===== src/rtl/mhp_buf.sv =====
// Ethernet payload buffer: drains one RX frame into a DEPTH-word buffer, then
// replays it to TX as echo, reverse, increment or drop.
module mhp_buf #(
    parameter int DATA_W = 8,
    parameter int DEPTH  = 64,
    parameter int LEN_W  = $clog2(DEPTH + 1)
) (
    input  logic              i_clk,
    input  logic              i_rst_n,
    input  logic [1:0]        i_mode,
    output logic              o_busy,
    output logic              o_done,
    output logic [LEN_W-1:0]  o_len,
    output logic              o_ovf,
    input  logic [DATA_W-1:0] i_rdata,
    input  logic              i_rready,
    output logic              o_rreq,
    output logic [DATA_W-1:0] o_wdata,
    input  logic              i_wready,
    output logic              o_wvalid,
    output logic [1:0]        o_state
);

    localparam int AW = $clog2(DEPTH);

    localparam logic [1:0] MODE_ECHO = 2'd0;
    localparam logic [1:0] MODE_REV  = 2'd1;
    localparam logic [1:0] MODE_INC  = 2'd2;
    localparam logic [1:0] MODE_DROP = 2'd3;

    typedef enum logic [1:0] {
        S_IDLE  = 2'd0,
        S_READ  = 2'd1,
        S_WRITE = 2'd2,
        S_DONE  = 2'd3
    } state_t;

    // TX handshake: a word moves when o_wvalid && i_wready at a rising edge;
    // o_wvalid/o_wdata hold while i_wready is low. RX side: o_rreq accepted at
    // the edge, i_rdata valid one cycle later (tracked by rd_pend_q).

    state_t              state_q, state_d;
    logic [1:0]          mode_q, mode_d;
    logic [LEN_W-1:0]    len_q, len_d;
    logic                ovf_q, ovf_d;
    logic                rd_pend_q, rd_pend_d;
    logic [AW-1:0]       rd_ptr_q, rd_ptr_d;
    logic [LEN_W-1:0]    cnt_q, cnt_d;
    logic [DATA_W-1:0]   wdata_q, wdata_d;
    logic                wvalid_q, wvalid_d;
    logic                done_q, done_d;

    logic [DATA_W-1:0]   mem_q [DEPTH];
    logic                mem_we;
    logic [AW-1:0]       mem_waddr;

    logic [AW-1:0]       first_addr;
    logic [AW-1:0]       rd_addr;
    logic [DATA_W-1:0]   rd_word;
    logic [DATA_W-1:0]   out_word;

    assign o_rreq    = (state_q == S_READ) && i_rready;
    assign rd_pend_d = o_rreq;
    assign o_busy    = (state_q != S_IDLE);
    assign o_done    = done_q;
    assign o_len     = len_q;
    assign o_ovf     = ovf_q;
    assign o_wdata   = wdata_q;
    assign o_wvalid  = wvalid_q;
    assign o_state   = state_q;

    // Asynchronous buffer read: the first word is fetched on the READ exit
    // cycle and each following word on its predecessor's transfer, so
    // back-to-back transfers need no bubble.
    assign first_addr = (mode_q == MODE_REV) ? AW'(len_q - LEN_W'(1)) : '0;
    assign rd_addr    = (state_q == S_READ) ? first_addr : rd_ptr_q;
    assign rd_word    = mem_q[rd_addr];
    assign out_word   = (mode_q == MODE_INC) ? rd_word + DATA_W'(1) : rd_word;
    assign mem_waddr  = AW'(len_q);

    function automatic logic [AW-1:0] step_ptr(input logic [AW-1:0] p,
                                               input logic [1:0]    m);
        return (m == MODE_REV) ? p - AW'(1) : p + AW'(1);
    endfunction

    always_comb begin
        state_d  = state_q;
        mode_d   = mode_q;
        len_d    = len_q;
        ovf_d    = ovf_q;
        rd_ptr_d = rd_ptr_q;
        cnt_d    = cnt_q;
        wdata_d  = wdata_q;
        wvalid_d = wvalid_q;
        done_d   = 1'b0;
        mem_we   = 1'b0;

        case (state_q)
            S_IDLE: begin
                if (i_rready) begin
                    mode_d  = i_mode;
                    len_d   = '0;
                    ovf_d   = 1'b0;
                    state_d = S_READ;
                end
            end
            S_READ: begin
                if (rd_pend_q) begin
                    if (len_q < LEN_W'(DEPTH)) begin
                        mem_we = 1'b1;
                        len_d  = len_q + LEN_W'(1);
                    end else begin
                        ovf_d = 1'b1;
                    end
                end else if (!i_rready) begin
                    // An empty capture cannot be replayed, so it finishes like a drop.
                    if (mode_q == MODE_DROP || len_q == '0) begin
                        state_d = S_DONE;
                        done_d  = 1'b1;
                    end else begin
                        state_d  = S_WRITE;
                        wdata_d  = out_word;
                        wvalid_d = 1'b1;
                        rd_ptr_d = step_ptr(first_addr, mode_q);
                        cnt_d    = len_q;
                    end
                end
            end
            S_WRITE: begin
                if (wvalid_q && i_wready) begin
                    cnt_d = cnt_q - LEN_W'(1);
                    if (cnt_q == LEN_W'(1)) begin
                        wvalid_d = 1'b0;
                        state_d  = S_DONE;
                        done_d   = 1'b1;
                    end else begin
                        wdata_d  = out_word;
                        rd_ptr_d = step_ptr(rd_ptr_q, mode_q);
                    end
                end
            end
            S_DONE: begin
                state_d = S_IDLE;
            end
            default: begin
                state_d = S_IDLE;
            end
        endcase
    end

    always_ff @(posedge i_clk or negedge i_rst_n) begin
        if (!i_rst_n) begin
            state_q   <= S_IDLE;
            mode_q    <= 2'd0;
            len_q     <= '0;
            ovf_q     <= 1'b0;
            rd_pend_q <= 1'b0;
            rd_ptr_q  <= '0;
            cnt_q     <= '0;
            wdata_q   <= '0;
            wvalid_q  <= 1'b0;
            done_q    <= 1'b0;
        end else begin
            state_q   <= state_d;
            mode_q    <= mode_d;
            len_q     <= len_d;
            ovf_q     <= ovf_d;
            rd_pend_q <= rd_pend_d;
            rd_ptr_q  <= rd_ptr_d;
            cnt_q     <= cnt_d;
            wdata_q   <= wdata_d;
            wvalid_q  <= wvalid_d;
            done_q    <= done_d;
        end
    end

    // Buffer contents are deliberately not reset.
    always_ff @(posedge i_clk) begin
        if (mem_we) begin
            mem_q[mem_waddr] <= i_rdata;
        end
    end

endmodule


===== config.mk =====
export PLATFORM = sky130hd
export DESIGN_NAME = mhp_buf
export DESIGN_NICKNAME = d
export VERILOG_FILES = /design/src/rtl/mhp_buf.sv
export SDC_FILE = /design/constraint.sdc
export NUM_CORES = 1
export LEC_CHECK = 0
export ABC_AREA = 1
export CAP_MARGIN = 10
export CORE_MARGIN = 1.5
export CORE_UTILIZATION = 50
export DETAILED_ROUTE_END_ITERATION = 10
export GPL_ROUTABILITY_DRIVEN = 0
export GPL_TIMING_DRIVEN = 0
export PLACE_DENSITY = 0.66
export SYNTH_ARGS = -nofsm -noshare
export SYNTH_HDL_FRONTEND = slang
export SYNTH_SLANG_ARGS = --single-unit

===== constraint.sdc =====
create_clock -name i_clk -period 5.1 [get_ports i_clk]
set_clock_uncertainty 0.1 [all_clocks]
set_input_delay 0.51 -clock i_clk [delete_from_list [all_inputs] [get_ports i_clk]]
set_output_delay 0.51 -clock i_clk [all_outputs]
set_load 0.1 [all_outputs]

==> Yosys cells after proc, flatten, opt, wreduce, memory -nomap -nowiden <==
Memories as Yosys holds them, arrays and structs flattened.
Cells that the tools add are included.
{ "totals": {"regBits": 36, "output_inout_bits": 22, "in_bits": 14, "ramBits": 512, "word_cells": 106, "memories": 1} }
{ "op_classes": {"magnitude_cmp": 1, "n_mux": 54, "n_addsub": 8, "reduce_logical": 15, "eq_ne": 17} }
{ "mem_list": {"columns": ["memory", "words", "width", "rd", "rd_ports_with_merged_regs", "wr", "line", "text"], "rows": [
  ["mem_q", 64, 8, 1, 0, 1, "53", "logic [DATA_W-1:0] mem_q [DEPTH];"]
]} }
{ "op_table": {"columns": ["op", "count"], "rows": [
  ["2-to-1 mux 6 bit", 9],
  ["2-to-1 mux 7 bit", 7],
  ["2-to-1 mux 8 bit", 6],
  ["case mux 7 bit (2 select lines)", 2],
  ["2-to-1 mux 1 bit", 19],
  ["!= test 2 bit, second input constant", 9],
  ["subtractor 6 x 1 -> 6 bit, second input constant", 3],
  ["case mux 8 bit (2 select lines)", 1],
  ["adder 6 x 1 -> 6 bit, second input constant", 2],
  ["case mux 6 bit (2 select lines)", 1],
  ["AND reduction 6 bit", 2],
  ["2-to-1 mux 2 bit", 5],
  ["AND reduction 5 bit", 2],
  ["adder 8 x 1 -> 8 bit, second input constant", 1],
  ["equality test 2 bit, second input constant", 4],
  ["case mux 2 bit (4 select lines)", 1],
  ["AND reduction 4 bit", 2],
  ["adder 7 x 1 -> 7 bit, second input constant", 1],
  ["equality test 7 x 1 -> 1 bit, second input constant", 1],
  ["logical NOT 7 bit", 1],
  ["less-than comparator 7 bit, second input constant", 1],
  ["subtractor 7 x 1 -> 7 bit, second input constant", 1],
  ["case mux 1 bit (2 select lines)", 3],
  ["nonzero test 2 bit", 3],
  ["6 further kinds", 8]
]} }

==> Longest topological paths before layout <==
An unclocked memory read counts as a cell.
{ "depth": {"ltp_word": 10, "depth_mapped": 23, "mapped_depth_nobuf": 21} }

==> Worst setup path before layout <==
No wires, ideal clock.
{ "synth_path": {"path_kind": "reg2reg", "from": "register state_q[1] (netlist: o_state[1])", "to": "register wdata_q[0] (netlist: o_wdata[0])", "stages_incl_launch_ff": 14, "arrival_ns": 3.411, "setup_slack_ns": 1.453, "path_cell_list": "dfrtp_1 > inv_1 > ha_1 > buf_2 > nand2_1 > inv_1 > a221o_1 > nor2_1 > inv_1 > nor2_1 > inv_1 > clkbuf_1 > nand2_1 > o21ai_0"} }
{ "synth_between": {"elab_chain_cells": 9, "word_cells_on_any_way": 19, "classes_between": "1 x add/sub; 7 x eq/ne; 8 x mux; 2 x reduce/logical; 1 x memory"} }
{ "synth_lines": {"columns": ["element", "line", "text"], "rows": [
  ["start: declaration", "42", "state_t state_q, state_d;"],
  ["start signal: assignment", "164", "state_q <= state_d;"],
  ["equality test 2 x 1 -> 1 bit", "76, 98", null],
  ["2-to-1 mux 6 bit", "76", "assign rd_addr = (state_q == S_READ) ? first_addr : rd_ptr_q;"],
  ["memory read (64 x 8 bit)", null, null],
  ["adder 8 x 1 -> 8 bit", "78", "assign out_word = (mode_q == MODE_INC) ? rd_word + DATA_W'(1) : rd_word;"],
  ["2-to-1 mux 8 bit", "78", null],
  ["2-to-1 mux 8 bit", "117", "if (mode_q == MODE_DROP || len_q == '0) begin"],
  ["2-to-1 mux 8 bit", "115", "end else if (!i_rready) begin"],
  ["2-to-1 mux 8 bit", "108", "if (rd_pend_q) begin"],
  ["case mux 8 bit (2 select lines)", "98", "case (state_q)"],
  ["end signal: assignment", "171", "wdata_q <= wdata_d;"],
  ["end: declaration", "49", "logic [DATA_W-1:0] wdata_q, wdata_d;"]
]} }
Several ways; a longest one is shown, not always the timed one. The select of a mux whose other input is x is not followed.
A chain may end at the register's enable or synchronous reset.

==> Worst setup path after layout <==
{ "layout_path": {"from": "register len_q[1] (netlist: o_len[1])", "to": "register wdata_q[6] (netlist: o_wdata[6])"} }
{ "layout_between": {"elab_chain_cells": 10, "word_cells_on_any_way": 16, "classes_between": "2 x add/sub; 1 x eq/ne; 9 x mux; 3 x reduce/logical; 1 x memory"} }
{ "layout_lines": {"columns": ["element", "line", "text"], "rows": [
  ["start: declaration", "44", "logic [LEN_W-1:0] len_q, len_d;"],
  ["start signal: assignment", "166", "len_q <= len_d;"],
  ["subtractor 6 x 1 -> 6 bit", "75", "assign first_addr = (mode_q == MODE_REV) ? AW'(len_q - LEN_W'(1)) : '0;"],
  ["2-to-1 mux 6 bit", "75", null],
  ["2-to-1 mux 6 bit", "76", null],
  ["memory read (64 x 8 bit)", null, null],
  ["adder 8 x 1 -> 8 bit", "78", null],
  ["2-to-1 mux 8 bit", "78", null],
  ["2-to-1 mux 8 bit", "117", null],
  ["2-to-1 mux 8 bit", "115", null],
  ["2-to-1 mux 8 bit", "108", null],
  ["case mux 8 bit (2 select lines)", "98", null]
]} }
Several ways; a longest one is shown, not always the timed one. The select of a mux whose other input is x is not followed.

==> impl_summary.txt <==
----------------------------------------------------
[Floorplanning]
  Site row count ... 79
  I/O pin count ... 36
  Chip Height ... 220 um
  Chip width ... 220 um
  Starting density of the core ... 50.6%
  Area of the core ... 0.0466 sq mm
  Die area ... 0.0484 sq mm

[Cells and area]
  Post-route standard cell area excluding fillers ... 0.0268 sq mm
  Fill cells ... 3,845
  Area delta synth->final ... 13.7%
  Utilization after layout ... 57.5%
  Final nets ... 2,238
  Ratio of cells with drive above 1 in the final layout ... 10.4%

[Worst setup path]
  Element type at the critical path end ... flop
  Critical path required time ... 5550 ps
  Category of the critical setup timing path ... flop to flop
  Type of element launching the critical path ... flop
  Maximum fanout along the worst path ... 10
  CP arrival ... 4760 ps

[Timing]
  Transition at the pin with the smallest max-transition slack ... 1430 ps
  Fin. Hold Viols ... 0
  Final-layout setup total negative slack ... 0 ps
  Hold slack ... 154 ps
  Rel. slew slack ... 4.41%
  # setup viols final ... 0
  Share of the clock period used by the worst path after layout ... 84.6%
  Max Transition Viols Final ... 0
  Top achievable clock speed ... 0.232 GHz
  RSZ-0062 raised after global routing ... false
  Final Critical Period ... 4310 ps

[Logic synthesis]
  Top flip-flop cell by instance count after synthesis ... sky130_fd_sc_hd__edfxtp_1
  Number of synthesized register bits ... 548
  Proportion of synthesized chip area in sequential cells ... 69.1%
  Mean post-synth cell area ... 11.3 sq um
  Post-Syn Instances ... 2,079
  Number of synthesis warnings ... 0
  Post-synth cell types ... 39
  Netlist area before placement ... 0.0235 sq mm
  Synth Net Count ... 2,107
  Number of enable-type register cells in the synthesized netlist ... 512
  Proportion of synthesized flip-flops having asynchronous set or reset ... 6.57%

[Routing]
  Final routed wire length divided by cell count ... 27.7 um
  Router iterations before antenna repair ... 9
  Post-route antenna net violation count ... 0
  Number of vias per cell after detailed routing ... 6.35
  Iteration-0 DRC Markers ... 2,985
  Total wire length after detailed routing ... 79.2 mm
  Residual DRC count ... 0
  Total number of vias ... 18,150

[Clock network]
  TritonCTS Buffers ... 55
  Clock root cell ... sky130_fd_sc_hd__clkbuf_16
  Clk pin slew, worst setup/hold paths ... 60 ps
  TritonCTS clock tree ... built
  Source-to-sink clock delay at the later pin of the worst-skew pair ... 620 ps
  Maximum level of the CTS H-tree ... 2
  Count of clock tree sinks ... 548
  Post-cts sizing count ... 0
  Clock Tree Buf Depth ... 3

[Global route]
  Initial antenna violation count ... 1
  First-pass GRT wire length ... 113 mm
  Overall fraction of global-route tracks in use ... 32.9%
  Number of global-route vias before repair ... 16,855
  Largest net degree at the start of global routing ... 65
  Total global routing overflow ... 0

[Power]
  Maximum vdd drop ... 0.000452 V
  Pwr per Cell Area ... 635 mW/mm^2
  Leakage component of the power ... 9.57 nW

[Min path]
  Worst hold path class ... primary input to flop

[Place]
  Number of buffer cells added on primary ports ... 35
  Placed standard-cell area ... 0.0250 sq mm
  Total half-perimeter wirelength after legalization and detailed placement ... 52.9 mm

[Flow run]
  Maximum capacitance violations ... 0

[Status]
  Result of the run ... complete, no violations

----------------------------------------------------
==> routing by layer <==
| metal | track usage (%) | part of all wire [%] | up-vias |
|---|---|---|---|
| met5 | 0 | 0.023 | - |
| met4 | 15.0 | 4.8 | 2 |
| met3 | 8.72 | 13 | 287 |
| met2 | 50.6 | 45 | 1334 |
| met1 | 43.7 | 37 | 8735 |
| li1 | - | - | 7792 |
==> worst paths after layout <==
path	startpoint	end	slack, ps	cells after the start
setup reg to reg	o_len[1]	o_wdata[6]	790	20
setup / recovery	o_len[1]	o_wdata[6]	790	20
max in group asynchronous	i_rst_n	o_wdata[6]	3940	2
hold / removal	i_rdata[5]	mem_q[0][5]	150	1
min in group asynchronous	i_rst_n	cnt_q[6]	440	2
hold reg to reg	o_wdata[6]	o_wdata[6]	380	2
==> cells in the mapped netlist, types with 2 or more instances <==
| cell | instances | area (sq um) |
|---|---|---|
| sky130_fd_sc_hd__clkinv_1 | 3 | 11.3 |
| sky130_fd_sc_hd__nand3_1 | 646 | 3230 |
| sky130_fd_sc_hd__nor2_1 | 91 | 342 |
| sky130_fd_sc_hd__a31oi_1 | 4 | 25.0 |
| sky130_fd_sc_hd__inv_1 | 66 | 248 |
| sky130_fd_sc_hd__nor3_1 | 4 | 20.0 |
| sky130_fd_sc_hd__nor4_1 | 2 | 12.5 |
| sky130_fd_sc_hd__o21ai_2 | 3 | 26.3 |
| sky130_fd_sc_hd__o22ai_1 | 2 | 12.5 |
| sky130_fd_sc_hd__buf_4 | 9 | 67.6 |
| sky130_fd_sc_hd__ha_1 | 13 | 163 |
| sky130_fd_sc_hd__nand2_1 | 361 | 1360 |
| sky130_fd_sc_hd__nor2_2 | 4 | 25.0 |
| sky130_fd_sc_hd__clkbuf_1 | 46 | 173 |
| sky130_fd_sc_hd__nand3b_1 | 3 | 22.5 |
| sky130_fd_sc_hd__inv_2 | 7 | 26.3 |
| sky130_fd_sc_hd__a21oi_1 | 49 | 245 |
| sky130_fd_sc_hd__dfrtp_1 | 36 | 901 |
| sky130_fd_sc_hd__o211ai_1 | 27 | 203 |
| sky130_fd_sc_hd__nand2_2 | 3 | 18.8 |
| sky130_fd_sc_hd__o21ai_1 | 10 | 50.1 |
| sky130_fd_sc_hd__buf_2 | 73 | 365 |
| sky130_fd_sc_hd__xor2_1 | 5 | 43.8 |
| sky130_fd_sc_hd__nand4_1 | 11 | 68.8 |
| sky130_fd_sc_hd__o21ai_0 | 66 | 330 |
| sky130_fd_sc_hd__edfxtp_1 | 512 | 15400 |
| sky130_fd_sc_hd__buf_6 | 4 | 45.0 |
| sky130_fd_sc_hd__buf_1 | 8 | 30.0 |
==> placed cells by master (no fill, tap or decap), types with 2 or more instances in the layout <==
cell type / Yosys / routed
sky130_fd_sc_hd__nand3_1: 646 / 646
sky130_fd_sc_hd__edfxtp_1: 512 / 512
sky130_fd_sc_hd__nand2_1: 361 / 361
sky130_fd_sc_hd__nor2_1: 91 / 83
sky130_fd_sc_hd__buf_2: 73 / 82
sky130_fd_sc_hd__inv_1: 66 / 66
sky130_fd_sc_hd__o21ai_0: 66 / 66
sky130_fd_sc_hd__clkbuf_1: 46 / 58
sky130_fd_sc_hd__clkbuf_16: 0 / 55
sky130_fd_sc_hd__a21oi_1: 49 / 49
sky130_fd_sc_hd__dfrtp_1: 36 / 36
sky130_fd_sc_hd__o211ai_1: 27 / 27
sky130_fd_sc_hd__clkdlybuf4s50_1: 0 / 26
sky130_fd_sc_hd__buf_4: 9 / 21
sky130_fd_sc_hd__buf_6: 4 / 21
sky130_fd_sc_hd__clkinv_1: 3 / 17
sky130_fd_sc_hd__ha_1: 13 / 13
sky130_fd_sc_hd__nor2_2: 4 / 12
sky130_fd_sc_hd__nand4_1: 11 / 11
sky130_fd_sc_hd__o21ai_1: 10 / 10
sky130_fd_sc_hd__clkinv_2: 0 / 10
sky130_fd_sc_hd__buf_1: 8 / 8
sky130_fd_sc_hd__inv_2: 7 / 7
sky130_fd_sc_hd__buf_12: 0 / 7
sky130_fd_sc_hd__xor2_1: 5 / 5
sky130_fd_sc_hd__a31oi_1: 4 / 4
sky130_fd_sc_hd__clkbuf_8: 0 / 4
sky130_fd_sc_hd__bufinv_16: 0 / 4
sky130_fd_sc_hd__nor3_2: 1 / 3
sky130_fd_sc_hd__nand2_2: 3 / 3
sky130_fd_sc_hd__o21ai_2: 3 / 3
sky130_fd_sc_hd__nand3b_1: 3 / 3
sky130_fd_sc_hd__nor3_1: 4 / 2
sky130_fd_sc_hd__nor4_1: 2 / 2
sky130_fd_sc_hd__o22ai_1: 2 / 2
==> timing repair <==
action	in CTS	in global routing
setup endpoints to repair	0	0
hold buffers	1	0
buffers inserted	0	0
hold endpoints to repair	36	0
==> flip-flops by register name, summed over array words and instances (netlist names) <==
name,cells
cnt_q,7
mem_q,512
mode_q,2
o_done,1
o_len,7
o_ovf,1
o_state,2
o_wdata,8
o_wvalid,1
rd_pend_q,1
rd_ptr_q,6
==> stage by stage <==
step	cells	total power [mW]	setup slack, ps
after floorplan	2079	10.2	1450
after global placement	2721	12.8	900
after detailed placement	2750	12.9	882
after CTS	2849	16.8	880
after global routing	2858	17.6	614
final	2859	17.0	788
==> cell type report <==
| type | count | area [sq um] | area share, % |
|---|---|---|---|
| multi-input cells | 1315 | 6330 | 23.6 |
| inverters | 76 | 285 | 1.07 |
| well taps | 607 | 759 | 2.84 |
| diodes | 1 | 2.50 | 0.00934 |
| flip-flops and latches | 548 | 16300 | 60.8 |
| clock buffers | 69 | 1450 | 5.41 |
| clock inverters | 29 | 231 | 0.864 |
| repair buffers | 74 | 764 | 2.85 |
| plain buffers | 140 | 681 | 2.54 |
==> logic make-up after synthesis <==
family / count (synthesis) / synth area share (%)
adders and majority gates: 14 / 0.776
xor gates and xnor gates: 6 / 0.223
and+or+nand+nor: 1128 / 21.8
AOI/OAI and AO/OA: 167 / 4.01
buffers and inverters: 216 / 4.10
DFF: 548 / 69.1
==> critical path, stage by stage, from the launching register on <==
cell and delay, ps:
sky130_fd_sc_hd__dfrtp_1 560, sky130_fd_sc_hd__inv_1 220, sky130_fd_sc_hd__ha_1 320, sky130_fd_sc_hd__inv_1 70, sky130_fd_sc_hd__nand3_1 100, sky130_fd_sc_hd__nand2_1 60
sky130_fd_sc_hd__nand2_1 280, sky130_fd_sc_hd__clkbuf_1 620, sky130_fd_sc_hd__o211ai_1 180, sky130_fd_sc_hd__nand3_1 100, sky130_fd_sc_hd__nand3_1 110, sky130_fd_sc_hd__nand3_1 140
sky130_fd_sc_hd__nand3_1 160, sky130_fd_sc_hd__nand2_1 310, sky130_fd_sc_hd__ha_1 200, sky130_fd_sc_hd__nand2_1 90, sky130_fd_sc_hd__nor2_2 190, sky130_fd_sc_hd__nand2_1 100
sky130_fd_sc_hd__o21ai_1 150, sky130_fd_sc_hd__nand3_1 90, sky130_fd_sc_hd__nand2_1 80
==> power breakdown <==
group          total, mW  leakage, nW  internal (mW)  switching (mW)
combinational       7.96         3.69           2.13            5.83
clock               3.91        0.828           2.19            1.71
sequential          5.14         5.05           5.04          0.0980
total               17.0         9.57           9.37            7.64
Power figures use the tool's default switching activity.
